## src/rtl/icache_fill_responder.sv

```systemverilog
// Memory-side fill responder for the icache q1/q2 channels: fetches one aligned word
// byte-by-byte over the RAM bus. Define FILL_LAST_WORD_BUF_EN to add a last-word buffer.
module icache_fill_responder #(
  parameter int unsigned ADDR_W  = 32,
  parameter int unsigned RAM_LAT = 1
) (
  input  logic              clk_in,
  input  logic              rst_n_in,
  input  logic              rdy_in,
  input  logic              q1_valid,
  input  logic [ADDR_W-1:0] q1_addr,
  output logic [31:0]       q1_result,
  output logic              q1_ready,
  input  logic              q2_valid,
  input  logic [ADDR_W-1:0] q2_addr,
  output logic [31:0]       q2_result,
  output logic              q2_ready,
  input  logic              rob_clear,
  input  logic [7:0]        mem_din,
  output logic [ADDR_W-1:0] mem_a,
  output logic              mem_wr
);

  if (RAM_LAT != 1) begin : g_lat_check
    $error("icache_fill_responder supports RAM_LAT == 1 only");
  end

  typedef enum logic [1:0] {IDLE, READ, DONE} state_e;

  state_e            state_q, state_d;
  logic [ADDR_W-1:0] base_q, base_d;
  logic [ADDR_W-1:0] mem_a_q, mem_a_d;
  logic              chan_q, chan_d;     // 0 = q1, 1 = q2
  logic [2:0]        drv_q, drv_d;       // byte index on mem_a; 4 = none
  logic [1:0]        cap_q, cap_d;       // next byte index to capture
  logic              pend_q, pend_d;     // mem_din carries byte cap_q this cycle
  logic [31:0]       word_q, word_d;
  logic              stall_q, stall_d;
  logic              q1_ready_q, q1_ready_d;
  logic              q2_ready_q, q2_ready_d;
  logic [31:0]       q1_result_q, q1_result_d;
  logic [31:0]       q2_result_q, q2_result_d;
`ifdef FILL_LAST_WORD_BUF_EN
  logic              buf_valid_q, buf_valid_d;
  logic [ADDR_W-1:0] buf_base_q, buf_base_d;
  logic [31:0]       buf_word_q, buf_word_d;
`endif

  logic [ADDR_W-1:0] q1_base, q2_base;
  logic              unused_addr_lsbs;

  assign q1_base          = {q1_addr[ADDR_W-1:2], 2'b00};
  assign q2_base          = {q2_addr[ADDR_W-1:2], 2'b00};
  assign unused_addr_lsbs = ^{q1_addr[1:0], q2_addr[1:0]};

  always_comb begin
    state_d     = state_q;
    base_d      = base_q;
    mem_a_d     = mem_a_q;
    chan_d      = chan_q;
    drv_d       = drv_q;
    cap_d       = cap_q;
    pend_d      = pend_q;
    word_d      = word_q;
    stall_d     = ~rdy_in;
    q1_ready_d  = q1_ready_q;
    q2_ready_d  = q2_ready_q;
    q1_result_d = q1_result_q;
    q2_result_d = q2_result_q;
`ifdef FILL_LAST_WORD_BUF_EN
    buf_valid_d = buf_valid_q;
    buf_base_d  = buf_base_q;
    buf_word_d  = buf_word_q;
`endif
    if (rdy_in) begin
      q1_ready_d = 1'b0;
      q2_ready_d = 1'b0;
      unique case (state_q)
        IDLE: begin
          mem_a_d = '0;
          if (!rob_clear && (q1_valid || q2_valid)) begin
            chan_d = ~q1_valid;
            base_d = q1_valid ? q1_base : q2_base;
`ifdef FILL_LAST_WORD_BUF_EN
            if (buf_valid_q && (buf_base_q == base_d)) begin
              state_d = DONE;
              word_d  = buf_word_q;
              if (chan_d) begin
                q2_ready_d  = 1'b1;
                q2_result_d = buf_word_q;
              end else begin
                q1_ready_d  = 1'b1;
                q1_result_d = buf_word_q;
              end
            end else begin
              state_d = READ;
              drv_d   = 3'd0;
              cap_d   = 2'd0;
              pend_d  = 1'b0;
              mem_a_d = base_d;
            end
`else
            state_d = READ;
            drv_d   = 3'd0;
            cap_d   = 2'd0;
            pend_d  = 1'b0;
            mem_a_d = base_d;
`endif
          end
        end
        READ: begin
          if (rob_clear) begin
            state_d = IDLE;
            mem_a_d = '0;
            pend_d  = 1'b0;
          end else if (stall_q) begin
            // First cycle after a stall: mem_a shows the oldest uncaptured byte, so
            // treat this cycle as its re-issue and drop whatever arrives on mem_din.
            pend_d  = 1'b1;
            drv_d   = {1'b0, cap_q} + 3'd1;
            mem_a_d = (drv_d == 3'd4) ? '0 : base_q + ADDR_W'(drv_d);
          end else begin
            if (pend_q) begin
              word_d[{cap_q, 3'b000} +: 8] = mem_din;
              cap_d = cap_q + 2'd1;
            end
            pend_d  = (drv_q != 3'd4);
            drv_d   = (drv_q == 3'd4) ? 3'd4 : drv_q + 3'd1;
            mem_a_d = (drv_d == 3'd4) ? '0 : base_q + ADDR_W'(drv_d);
            if (pend_q && (cap_q == 2'd3)) begin
              state_d = DONE;
              mem_a_d = '0;
              pend_d  = 1'b0;
              if (chan_q) begin
                q2_ready_d  = 1'b1;
                q2_result_d = word_d;
              end else begin
                q1_ready_d  = 1'b1;
                q1_result_d = word_d;
              end
`ifdef FILL_LAST_WORD_BUF_EN
              buf_valid_d = 1'b1;
              buf_base_d  = base_q;
              buf_word_d  = word_d;
`endif
            end
          end
        end
        DONE: begin
          state_d = IDLE;
          mem_a_d = '0;
        end
        default: begin
          state_d = IDLE;
          mem_a_d = '0;
        end
      endcase
    end
  end

  always_ff @(posedge clk_in or negedge rst_n_in) begin
    if (!rst_n_in) begin
      state_q     <= IDLE;
      base_q      <= '0;
      mem_a_q     <= '0;
      chan_q      <= 1'b0;
      drv_q       <= 3'd0;
      cap_q       <= 2'd0;
      pend_q      <= 1'b0;
      word_q      <= '0;
      stall_q     <= 1'b0;
      q1_ready_q  <= 1'b0;
      q2_ready_q  <= 1'b0;
      q1_result_q <= '0;
      q2_result_q <= '0;
`ifdef FILL_LAST_WORD_BUF_EN
      buf_valid_q <= 1'b0;
      buf_base_q  <= '0;
      buf_word_q  <= '0;
`endif
    end else begin
      state_q     <= state_d;
      base_q      <= base_d;
      mem_a_q     <= mem_a_d;
      chan_q      <= chan_d;
      drv_q       <= drv_d;
      cap_q       <= cap_d;
      pend_q      <= pend_d;
      word_q      <= word_d;
      stall_q     <= stall_d;
      q1_ready_q  <= q1_ready_d;
      q2_ready_q  <= q2_ready_d;
      q1_result_q <= q1_result_d;
      q2_result_q <= q2_result_d;
`ifdef FILL_LAST_WORD_BUF_EN
      buf_valid_q <= buf_valid_d;
      buf_base_q  <= buf_base_d;
      buf_word_q  <= buf_word_d;
`endif
    end
  end

  // While stalled (and on the resume cycle) the bus points at the oldest uncaptured byte.
  assign mem_a     = ((state_q == READ) && (!rdy_in || stall_q)) ? base_q + ADDR_W'(cap_q)
                                                                 : mem_a_q;
  assign q1_ready  = q1_ready_q & rdy_in;
  assign q2_ready  = q2_ready_q & rdy_in;
  assign q1_result = q1_result_q;
  assign q2_result = q2_result_q;
  assign mem_wr    = 1'b0;

endmodule

```

## config.mk

```make
export PLATFORM = sky130hd
export DESIGN_NAME = icache_fill_responder
export DESIGN_NICKNAME = d
export VERILOG_FILES = /design/src/rtl/icache_fill_responder.sv
export SDC_FILE = /design/constraint.sdc
export NUM_CORES = 1
export LEC_CHECK = 0
export BUFFER_PORTS_ARGS = -buffer_cell sky130_fd_sc_hd__buf_2
export CAP_MARGIN = 20
export CORE_UTILIZATION = 55
export CTS_CLUSTER_SIZE = 8
export DETAILED_ROUTE_END_ITERATION = 8
export PLACE_DENSITY_LB_ADDON = 0.2
export REMOVE_ABC_BUFFERS = 1
export SYNTH_ARGS = -nofsm -noshare
export SYNTH_HDL_FRONTEND = slang
export SYNTH_SLANG_ARGS = --single-unit
```

## constraint.sdc

```tcl
create_clock -name clk_in -period 2.86 [get_ports clk_in]
set_clock_uncertainty 0.05 [all_clocks]
set_input_delay 0.429 -clock clk_in [delete_from_list [all_inputs] [get_ports clk_in]]
set_output_delay 0.429 -clock clk_in [all_outputs]
set_load 0.02 [all_outputs]
```

; After elaboration in Yosys (flattened, before gate mapping)
; Index checks and enable logic that the tools add are counted.
[totals]
register_bits = 172
wordCells = 99
[op_classes]
addsub = 7
eq_ne = 12
n_shift = 2
n_mux = 41
bitwise_logic = 7
reduce_logical = 17
[op_table]
columns = operator, count
row1 = $mux 32, 9
row2 = $add 32x3->32, 2
row3 = $pmux 32 s2, 1
row4 = $add 32x2->32, 1
row5 = $bwmux 32, 1
row6 = $shift 8x7->32 const A, 1
row7 = $shiftx 8x7->32, 1
row8 = $reduce_and 6->1, 3
row9 = $mux 2, 8
row10 = $mux 1, 14
row11 = $mux 3, 4
row12 = $reduce_and 4->1, 3
row13 = $eq 3x3->1 const B, 3
row14 = $ne 3x3->1 const B, 3
row15 = $ne 2x2->1 const B, 4
row16 = $pmux 2 s2, 2
row17 = $neg 5->7, 1
row18 = $pmux 3 s2, 1
row19 = $reduce_and 3->1, 2
row20 = $not 1->1, 5
row21 = $add 2x1->3 const B, 1
row22 = $add 3x1->3 const B, 1
row23 = $logic_and 1x1->1, 3
row24 = $add 2x1->2 const B, 1
row25 = 8 further kinds, 11

; Logic depth before layout (Yosys ltp)
[logic_depth]
ltp_word = 8
ltp_mapped = 12
ltp_nobuf = 12

; Worst setup path before layout
; No wires, ideal clock.
[synth_path]
path_kind = register -> register
startpoint = register drv_q[0]
endpoint = register mem_a_q[22]
setup_ps = 82
t_arrival_ps = 2234
t_required_ps = 2728
setup_slack_ps = 494
path_stages_with_launch = 13
cell_sequence = dfrtp_1 inv_1 ha_1 nor2b_1 a21oi_1 ha_1 ha_1 nand3_1 nor2_1 a22oi_1 nor4b_1 nor2_1 a31oi_1
[synth_via]
elab_chain_cells = 8
word_cells_on_any_way = 10
cone_classes = add/sub (2) / eq/ne (2) / mux (6)
[synth_lines]
columns = item, line_no
row1 = from (decl), 34  ; logic [2:0] drv_q, drv_d;
row2 = from (signal assigned), 186  ; drv_q <= drv_d;
row3 = $add 3x1->3 or $eq 3x3->1 (tied branches), 128  ; drv_d = (drv_q == 3'd4) ? 3'd4 : drv_q + 3'd1;
row4 = $mux 3 *, 128
row5 = $add 32x3->32 or $eq 3x3->1 (tied branches), 129  ; mem_a_d = (drv_d == 3'd4) ? '0 : base_q + ADDR_W'(drv_d);
row6 = $mux 32 *, 129
row7 = $mux 32 *, 130  ; if (pend_q && (cap_q == 2'd3)) begin
row8 = $mux 32 *, 116  ; end else if (stall_q) begin
row9 = $mux 32 *, 112  ; if (rob_clear) begin
row10 = $pmux 32 s2 *, 78  ; unique case (state_q)
row11 = to (signal assigned), 184  ; mem_a_q <= mem_a_d;
row12 = to (decl), 32  ; logic [ADDR_W-1:0] mem_a_q, mem_a_d;
; Mark *: on every way between the ends. The rest lies on a longest branch, timed or not.
; A chain may end at the register's enable or synchronous reset.

; Final worst setup path
[layout_path]
startpoint = register drv_q[0]
endpoint = register mem_a_q[16]
; Same word-level chain as after synthesis.

==> impl_metrics.yaml <==
outcome:
  status: "finished clean"
worst_setup_path:
  critPathMostFrequentCell: "ha_1"
  setup.worst_path.end_class: "register"
  crit_start: "drv_q[0]"
  rrSetupSlack_ps: 210
  crit_required_ps: 3110
  cp_top_family: "compound AO/OA/AOI/OAI gates"
  worstSetupPathType: "reg -> reg"
  r2r-start: "drv_q[0]"
  slowest_delay_ps: 480
  reg2reg_to: "mem_a_q[16]"
  crit_fanout: 5
  cp_num_buf_inv: 1
  setup.worst_path.start_class: "register"
  path_cells: "inv_1 > ha_1 > nor2b_1 > a21oi_1 > ha_2 > ha_1 > nand3_1 > nor2_1 > a22oi_1 > nor3_1 > o21ai_0 > a31oi_1"
  worstRegToRegCells: 12
  critPathArrivalTime_ps: 2900
  crit_cells: 12
  crit_path_top_delay_cell: "a22oi_1"
synth:
  synth_edf_count: 0
  netlist_top_cells_count: "dfrtp_1, nand2_1, o21ai_0"
  ys_ff_latch: 162
  avgSynthCellArea_um2: 9.38
  yosys_most_used_dff: "dfrtp_1"
  synth_top_cell_by_area: "dfrtp_1"
  synthArstFlopShare: 1.00
  synthMostInstantiatedCell: "dfrtp_1"
  netlist_area_um2: 8660
  synth_seq_area_share: 0.468
  synth_top_cell_area_share: 0.468
  syn_inst: 924
  ys_warn_count: 0
  synth.distinct_cells: 75
  synthTopCellsByArea: "dfrtp_1, o21ai_0, nand2_1"
final_layout:
  diodes: 0
  fin_area_um2: 10400
  nets: 1167
  drive_gt1_frac: 0.283
  fillerInstances: 1255
  area_growth_pct: 19.6
  final_util: 0.677
clocking:
  path_clk_slew_ps: 70
  cts_buffer_depth: 2
  cts-htree-levels: 4
  clkLatencyLatePin_ps: 440
  cts_made_buffers: 17
  cts.sinks: 162
  root_buffer: "clkbuf_16"
  post_cts_buffers: 0
  cts_tree: "done"
route:
  vias: 7747
  wl_mm: 22.9
  drt-wirelength-per-cell_um: 17.6
  first_pass_iters: 5
  avgViaCountPerCell: 5.96
  drt-initial-drc-count: 622
  drtAntennaViolNets: 0
  drt_drc_violations_left: 0
global_routing:
  grt_pass1_vias: 7336
  grt_max_degree: 69
  grt_overflow_total: 0
  antenna_found_initial: 0
  grt_pass1_wl_mm: 37.0
  track_usage: 0.292
timing:
  hold_slack_ps: 265
  fin_tns_setup_ps: 0
  worst_pin_slew_ps: 653
  finalHoldViolCount: 0
  fin_crit_ps: 2650
  setup_violations: 0
  finalMaxSlewViolations: 0
  rsz0062_at_grt: "no"
  slew_headroom: 0.565
  period_share: 0.927
  max_freq_ghz: 0.377
place:
  dpl-instance-area_um2: 9770
  io_buffers: 171
  dp.final_hpwl_mm: 16.1
  gp_congestion: 0.987
worst_hold_path:
  hold_class: "in -> reg"
  hp-start: "q2_addr[14]"
  hold_depth: 3
  whs_endpoint: "base_q[14]"
job:
  maxCapViolations: 0
die:
  ios: 177
  dieArea_um2: 16300
  fp-row-count: 45
  core-area_um2: 15300
  initial_core_util: 0.566
  die_width_um: 128
  dieHeight_um: 128
power_and_ir_drop:
  ir_worst_vdd_uv: 459
  p_leak_nw: 4.83
  switchingPower_mw: 2.07
  combPwrFrac: 0.209
  p_per_area_nw_per_um2: 621
  sw_frac_of_total: 0.322
  power_frac_clock: 0.347
  seq_power_share: 0.444
  p_int_mw: 4.37
kinds of logic after synthesis:
kind of cell             synth area share
AO/OA/AOI/OAI                       0.216
XOR/XNOR                          0.00505
adder cells (fa/ha/maj)            0.0173
buffers and inverters              0.0465
flip-flops                          0.468
multiplexers                       0.0846
other                            0.000433
AND/OR/NAND/NOR                     0.162
registers in the layout (all words and copies together), names as in the netlist:
name        cells
q1_result      32
q2_ready_q      1
drv_q           3
chan_q          1
cap_q           2
mem_a_q        32
q1_ready_q      1
pend_q          1
q2_result      32
stall_q         1
state_q         2
base_q         30
word_q         24
layer usage:
layer | part of all wire | vias to the layer above | GRT usage
li1 | - | 3658 | -
met1 | 0.42 | 3723 | 0.366
met2 | 0.49 | 313 | 0.496
met3 | 0.059 | 53 | 0.0523
met4 | 0.028 | 0 | 0.127
met5 | 0 | - | 0
power groups by stage:
stage	Sequential (mW)	Combinational [mW]	Clock, mW
after floorplan	2.80	0.848	0
after global placement	2.87	1.32	0
after detailed placement	2.89	1.34	0
after CTS	2.85	1.35	2.25
after global routing	2.90	1.48	2.34
final	2.86	1.35	2.23
stage by stage:
step	cells	setup WS, ps	power [mW]
final	1300	210	6.44
after global routing	1300	8.58	6.72
after CTS	1300	167	6.44
after detailed placement	1268	210	4.23
after global placement	1268	273	4.19
after floorplan	848	-488	3.65
how the worst max path moves through the flow:
stage	to	slack, ps
after CTS	mem_a_q[26]	170
final	mem_a_q[16]	210
after floorplan	mem_a[0]	-490
after global placement	mem_a_q[14]	270
after global routing	mem_a_q[18]	9
after detailed placement	mem_a_q[26]	210
cells in the final DEF, fill, tap and decap left out, types with 5 or more instances in the layout:
cell type | netlist | final
a21o_1 | 5 | 5
a21oi_1 | 36 | 36
a22o_1 | 25 | 25
a22oi_1 | 32 | 32
a31oi_1 | 23 | 23
buf_2 | 26 | 170
buf_4 | 4 | 35
clkbuf_16 | 0 | 17
dfrtp_1 | 162 | 162
ha_1 | 12 | 10
inv_1 | 13 | 13
mux2_2 | 42 | 42
mux2i_1 | 26 | 26
nand2_1 | 140 | 140
nand3_1 | 17 | 17
nand4_1 | 12 | 12
nor2_1 | 49 | 49
nor3_1 | 10 | 10
nor4_1 | 7 | 7
nor4_2 | 5 | 5
o21ai_0 | 119 | 119
o21ai_1 | 12 | 11
o221ai_1 | 5 | 5
o22ai_1 | 9 | 9
worst reg2reg max path, delay by kind of cell, from the launching register on:
family	cells	cell delay, ps
compound gates	4	890
fa+ha+maj	3	660
flops	1	430
simple gates	4	410
buf+inv	1	60
area by class of cell:
cell class,instances,area (um^2),share of cell area
Clock buffer,22,474,0.0457
Clock inverter,9,96.3,0.00929
Inverter,14,52.6,0.00507
Multi-Input combinational cell,672,4230,0.408
Sequential cell,162,4050,0.391
Tap cell,211,264,0.0255
Timing Repair Buffer,210,1190,0.115
repair_timing:
item | in CTS | in global routing
gates resized for setup | 0 | 3
endpoints found under the hold margin | 66 | 0
hold buffers | 1 | 0
setup endpoints to repair | 0 | 3
(Power assumes the default switching activity.)
